==> config.mk <==
export PLATFORM = sky130hd
export DESIGN_NAME = masked_carry_serial
export DESIGN_NICKNAME = d
export VERILOG_FILES = /design/src/rtl/masked_pkg.sv /design/src/rtl/masked_dom_and.sv /design/src/rtl/masked_carry_serial.sv
export SDC_FILE = /design/constraint.sdc
export NUM_CORES = 1
export LEC_CHECK = 0
export ABC_AREA = 1
export CAP_MARGIN = 20
export CORE_MARGIN = 2
export CORE_UTILIZATION = 40
export DETAILED_ROUTE_END_ITERATION = 10
export PLACE_DENSITY = 0.72
export SYNTH_ARGS = -nofsm -noshare
export SYNTH_HDL_FRONTEND = slang
export SYNTH_SLANG_ARGS = --single-unit
==> constraint.sdc <==
create_clock -name i_clk -period 2 [get_ports i_clk]
set_input_delay 0.6 -clock i_clk [delete_from_list [all_inputs] [get_ports i_clk]]
set_output_delay 0.6 -clock i_clk [all_outputs]
set_load 0.05 [all_outputs]
==> src/rtl/masked_pkg.sv <==
// Purpose: shared types for the masked (two-share Boolean) carry stages.
// Latency: none, declarations only.
// Backpressure: not applicable.
package masked_pkg;

    localparam int unsigned N_DEFAULT = 8;

    typedef enum logic [1:0] {
        IDLE  = 2'd0,
        RUN_A = 2'd1,
        RUN_B = 2'd2,
        DONE  = 2'd3
    } state_t;

    // One first-order Boolean-shared bit: value = s0 ^ s1.
    typedef struct packed {
        logic s0;
        logic s1;
    } share_t;

endpackage

==> src/rtl/masked_dom_and.sv <==
// Purpose: one-bit domain-oriented masked AND, inner and cross terms registered separately.
// Latency: 1 cycle from i_en to o_inner/o_cross; the caller does the final XOR.
// Backpressure: none; registers hold their value while i_en is low.
module masked_dom_and
    import masked_pkg::*;
(
    input  logic   i_clk,
    input  logic   i_rst,
    input  logic   i_en,
    input  share_t i_a,
    input  share_t i_b,
    input  logic   i_r,
    output share_t o_inner,
    output share_t o_cross
);

    share_t r_inner;
    share_t r_cross;

    // Capture same-domain products and refreshed cross-domain products; the
    // cross terms are the only place the two domains meet, and they are
    // masked by i_r and registered before anyone recombines them.
    always_ff @(posedge i_clk) begin
        if (i_rst) begin
            r_inner <= '0;
            r_cross <= '0;
        end else if (i_en) begin
            r_inner.s0 <= i_a.s0 & i_b.s0;
            r_inner.s1 <= i_a.s1 & i_b.s1;
            r_cross.s0 <= (i_a.s0 & i_b.s1) ^ i_r;
            r_cross.s1 <= (i_a.s1 & i_b.s0) ^ i_r;
        end
    end

    assign o_inner = r_inner;
    assign o_cross = r_cross;

endmodule

==> src/rtl/masked_carry_serial.sv <==
// Purpose: bit-serial masked carry resolver producing shared sum and carry-out from shared p/g.
// Latency: accept at T, o_valid first high at T+2N+1; one job per 2N+2 cycles at best.
// Backpressure: result held in DONE while i_ready is low; o_ready only high in IDLE.
module masked_carry_serial
    import masked_pkg::*;
#(
    parameter int N  = N_DEFAULT,
    parameter int CW = (N > 1) ? $clog2(N) : 1
) (
    input  logic         i_clk,
    input  logic         i_rst,
    input  logic         i_valid,
    output logic         o_ready,
    input  logic [N-1:0] i_p0,
    input  logic [N-1:0] i_p1,
    input  logic [N-1:0] i_g0,
    input  logic [N-1:0] i_g1,
    input  logic         i_ci0,
    input  logic         i_ci1,
    input  logic         i_rN,
    output logic         o_valid,
    input  logic         i_ready,
    output logic [N-1:0] o_s0,
    output logic [N-1:0] o_s1,
    output logic         o_co0,
    output logic         o_co1
);

    state_t        r_state;
    state_t        w_state_nxt;
    logic [CW-1:0] r_k;
    logic [N-1:0]  r_p0, r_p1, r_g0, r_g1;
    logic [N-1:0]  r_s0, r_s1;
    logic          r_c0, r_c1;

    logic          w_accept;
    logic          w_phase_a;
    logic          w_phase_b;
    logic          w_last;
    share_t        w_a;
    share_t        w_b;
    share_t        w_inner;
    share_t        w_cross;

    assign w_last = (r_k == CW'(N - 1));

    // Current bit's propagate shares against the running carry shares.
    assign w_a.s0 = r_p0[r_k];
    assign w_a.s1 = r_p1[r_k];
    assign w_b.s0 = r_c0;
    assign w_b.s1 = r_c1;

    // p[k] & c[k] is evaluated in phase A; its terms are ready in phase B.
    masked_dom_and u_dom_and (
        .i_clk   (i_clk),
        .i_rst   (i_rst),
        .i_en    (w_phase_a),
        .i_a     (w_a),
        .i_b     (w_b),
        .i_r     (i_rN),
        .o_inner (w_inner),
        .o_cross (w_cross)
    );

    // State register.
    always_ff @(posedge i_clk) begin
        if (i_rst) begin
            r_state <= IDLE;
        end else begin
            r_state <= w_state_nxt;
        end
    end

    // Next-state, handshake outputs and per-phase enables.
    always_comb begin
        w_state_nxt = r_state;
        o_ready     = 1'b0;
        o_valid     = 1'b0;
        w_accept    = 1'b0;
        w_phase_a   = 1'b0;
        w_phase_b   = 1'b0;
        case (r_state)
            IDLE: begin
                o_ready = 1'b1;
                if (i_valid) begin
                    w_accept    = 1'b1;
                    w_state_nxt = RUN_A;
                end
            end
            RUN_A: begin
                w_phase_a   = 1'b1;
                w_state_nxt = RUN_B;
            end
            RUN_B: begin
                w_phase_b   = 1'b1;
                w_state_nxt = w_last ? DONE : RUN_A;
            end
            DONE: begin
                o_valid = 1'b1;
                if (i_ready) begin
                    w_state_nxt = IDLE;
                end
            end
            default: w_state_nxt = IDLE;
        endcase
    end

    // Job datapath: latch operands, emit sum bits in phase A, advance the
    // carry shares in phase B. Each carry share only mixes its own domain
    // with its registered cross term.
    always_ff @(posedge i_clk) begin
        if (i_rst) begin
            r_k  <= '0;
            r_p0 <= '0;
            r_p1 <= '0;
            r_g0 <= '0;
            r_g1 <= '0;
            r_s0 <= '0;
            r_s1 <= '0;
            r_c0 <= 1'b0;
            r_c1 <= 1'b0;
        end else begin
            if (w_accept) begin
                r_p0 <= i_p0;
                r_p1 <= i_p1;
                r_g0 <= i_g0;
                r_g1 <= i_g1;
                r_c0 <= i_ci0;
                r_c1 <= i_ci1;
                r_k  <= '0;
            end
            if (w_phase_a) begin
                r_s0[r_k] <= r_p0[r_k] ^ r_c0;
                r_s1[r_k] <= r_p1[r_k] ^ r_c1;
            end
            if (w_phase_b) begin
                r_c0 <= r_g0[r_k] ^ w_inner.s0 ^ w_cross.s0;
                r_c1 <= r_g1[r_k] ^ w_inner.s1 ^ w_cross.s1;
                if (!w_last) begin
                    r_k <= r_k + CW'(1);
                end
            end
        end
    end

    assign o_s0  = r_s0;
    assign o_s1  = r_s1;
    assign o_co0 = r_c0;
    assign o_co1 = r_c1;

endmodule

==> results.sh <==
export IMPL_status="finished clean"
export IMPL_clk_latency_ns=0.34
export IMPL_n_antenna_cell=0
export IMPL_cts_buffers=9
export IMPL_critPathCaptureType="flip-flop"
export IMPL_regToRegEndpoint="o_s0[1]"
export IMPL_leakage_uw=0.00157
export IMPL_yosysUniqueCellTypes=29
export IMPL_die_h_microns=86.4
export IMPL_core_sq_um=6680
export IMPL_fp_dieArea_sq_um=7460
export IMPL_synth_top_flop_cell="dfxtp_1"
export IMPL_route_detailed_drc=0
export IMPL_yosys_area_top_type_share_pct=43.5
export IMPL_fmax_mhz=544
export IMPL_finalWirelength_mm=6.05
export IMPL_syn_area_sq_um=2720
export IMPL_grt_ovfl_total=0
export IMPL_grt_max_degree=56
export IMPL_syn_to_final_growth_pct=29.3
export IMPL_yosys_warnings=0
export IMPL_postRouteAntennaNets=0
export IMPL_drt_pass1_iterations=4
export IMPL_crit_arrival_ns=2.07
export IMPL_r2r_setup_slack_ns=0.16
export IMPL_syn_nets=438
export IMPL_drt_iter0_markers=163
export IMPL_synth_top_cells_by_area="dfxtp_1 (44%), nor2_1 (13%), nand2_1 (11%)"
export IMPL_startpoint_type="flip-flop"
export IMPL_fill_cells=656
export IMPL_ctsHtreeMaxLevel=3
export IMPL_rsz0062_at_grt="false"
export IMPL_multi_input_area_sq_um=1250
export IMPL_reg2regPathDepth=11
export IMPL_grt_pass1_wl_mm=10.3
export IMPL_p_per_area_nw_per_um2=832
export IMPL_slew_violations=0
export IMPL_hold_class="reg -> reg"
export IMPL_critPathMaxStageDelay_ns=0.40
export IMPL_clkSlewWorstSetupHoldPaths_ns=0.07
export IMPL_cp_max_fo=19
export IMPL_fin_nets=495
export IMPL_cp_common_cell="nand2_1"
export IMPL_die_w_microns=86.4
export IMPL_ys_seq_elements=59
export IMPL_grtUsageTotal_pct=17.6
export IMPL_worst_hold_slack_ns=0.454
export IMPL_crit_type="reg -> reg"
export IMPL_final_hold_viol_count=0
export IMPL_initial_core_util_pct=40.6
export IMPL_core_rowCount=30
export IMPL_layout_drive_gt1_share_pct=12.5
export IMPL_dp_hpwl_mm=4.35
export IMPL_grt_pass1_vias=2357
export IMPL_crit_start="r_k[0]"
export IMPL_peakVddDrop_mv=0.396
export IMPL_cts_sinks=59
export IMPL_synthesis_area_per_instance_sq_um=6.87
export IMPL_pin_count=59
export IMPL_endpoint="o_s0[1]"
export IMPL_regArea_sq_um=1180
export IMPL_place_ws_ns=0.142
export IMPL_vias=2537
export IMPL_cp_cell_sequence="buf_4, inv_8, nand2_1, nand2_1, nand2_1, nand2_1, nand2_1, nand2_2, ha_1, o21ai_1, nor2_1"
export IMPL_finalSetupViolCount=0
export IMPL_synth_edff_count=0
export IMPL_crit_path_top_delay_cell="ha_1"
export IMPL_relSlewSlack_pct=74.1
export IMPL_cts_buffer_depth=2
export IMPL_layout_setup_ws_ns=0.163
export IMPL_yosys_area_top_type="dfxtp_1"
export IMPL_wl_per_cell_microns=11.3
export IMPL_synth_cells=395
export IMPL_crit_required_ns=2.24
export IMPL_cts_setup_buffers=0
export IMPL_port_buffer_count=58
export IMPL_finalCritPeriodShare_pct=91.8
export IMPL_root_buffer="clkbuf_8"
export IMPL_finalSetupTns_ns=0
export IMPL_routed_via_density=4.72
export IMPL_hold_buffers=0
export IMPL_fin_crit_ns=1.84
export IMPL_synthTopCellsByCount="nor2_1 (94), nand2_1 (79), dfxtp_1 (59)"
export IMPL_cts_tree="yes"
export IMPL_max_cap_violations=0
export IMPL_yosysMostFrequentCell="nor2_1"
export IMPL_grt_antenna_before_repair=0
export IMPL_skew_ns=0.00562
export IMPL_r2r_start="r_k[0]"
export IMPL_async_flop_share_pct=0
export IMPL_worst_slew_pin_slew_ns=0.388
export IMPL_gp_routability_congestion=0.825
export IMPL_yosysSeqAreaShare_pct=43.5
==> registers in the layout (all words and copies together) (netlist names) <==
signal and cells:
o_co0 1, o_co1 1, o_s0 8, o_s1 8, r_g0 8, r_g1 8
r_k 3, r_p0 8, r_p1 8, r_state 2, u_dom_and.o_cross 2, u_dom_and.o_inner 2
==> power by group <==
group	total [uW]	switching, uW	internal [uW]
combinational	538	313	225
clock	1070	472	602
sequential	1310	48.1	1260
total	2920	833	2090
==> layout make-up <==
class | count | area share, %
sequential | 59 | 33.6
tap | 80 | 2.85
clock inverter | 5 | 1.50
inverter | 40 | 4.49
timing repair buffer | 64 | 17.8
multi-input combinational | 278 | 35.7
clock buffer | 11 | 4.03
==> layer usage <==
| layer | up-vias | part of all wire (%) | GRT usage, % |
|---|---|---|---|
| li1 | 1355 | - | - |
| met1 | 1094 | 46 | 22.1 |
| met2 | 79 | 46 | 28.5 |
| met3 | 9 | 6.8 | 4.48 |
| met4 | 0 | 0.99 | 7.67 |
| met5 | - | 0 | 0 |
==> logic make-up (layout without fill, tap and decap cells) <==
kind of cell             Yosys count  after routing  synth area share (%)
adder cells (fa/ha/maj)            4              4                  1.84
XOR/XNOR                           2              2                 0.645
flip-flops                        59             59                  43.5
buffers and inverters             58            120                  10.4
AO/OA/AOI/OAI                     83             83                  16.4
AND/OR/NAND/NOR                  189            189                  27.2
==> per-stage QoR <==
stage	area, sq um	total power, uW	util (%)	std cells
finish	3510	2920	52.5	537
global route	3510	3080	52.5	537
floorplan	2720	1690	-	395
detailed placement	3320	1870	49.6	521
global placement	3320	1860	49.6	521
CTS	3510	2940	52.5	537
==> worst min-delay path by stage <==
stage,from,endpoint,slack (ns),depth (start not counted)
floorplan,r_g1[0],r_g1[0],0.43,2
global placement,r_g0[7],r_g0[7],0.44,2
detailed placement,r_g1[2],r_g1[2],0.44,2
CTS,r_g1[2],r_g1[2],0.45,2
global route,r_g1[2],r_g1[2],0.47,2
finish,r_g1[2],r_g1[2],0.45,2
==> worst max-delay path: cells and delay by family (launching register included) <==
kind                     cells  cell delay [ns]
AO/OA/AOI/OAI                1             0.21
adder cells (fa/ha/maj)      1             0.40
buffers and inverters        2             0.32
flip-flops                   1             0.36
AND/OR/NAND/NOR              7             0.43
==> cell usage in the layout, fill, tap and decap left out <==
cell type,count
a211oi_1,1
nand2_2,5
nand2_1,79
xor2_1,1
clkinvlp_4,1
nor2_2,2
clkinv_2,3
a21oi_1,20
or2_2,1
bufinv_16,1
clkinv_1,7
o21bai_1,1
o211ai_1,1
xnor2_1,1
ha_1,4
o21ai_0,47
nand3_1,8
o21ai_1,9
clkbuf_1,1
buf_12,4
inv_1,28
a21oi_2,1
clkdlybuf4s50_1,38
nor2_1,94
clkbuf_8,10
o211ai_2,2
buf_4,22
inv_2,4
dfxtp_1,59
inv_8,1
a22o_1,1
==> what timing repair did <==
| item | 4_1_cts | 5_1_grt |
|---|---|---|
| resized for setup | 0 | 1 |
| endpoints found under the hold margin | 0 | 0 |
| endpoints found under the setup margin | 0 | 1 |
No activity file was read; power rests on OpenSTA's default activity.
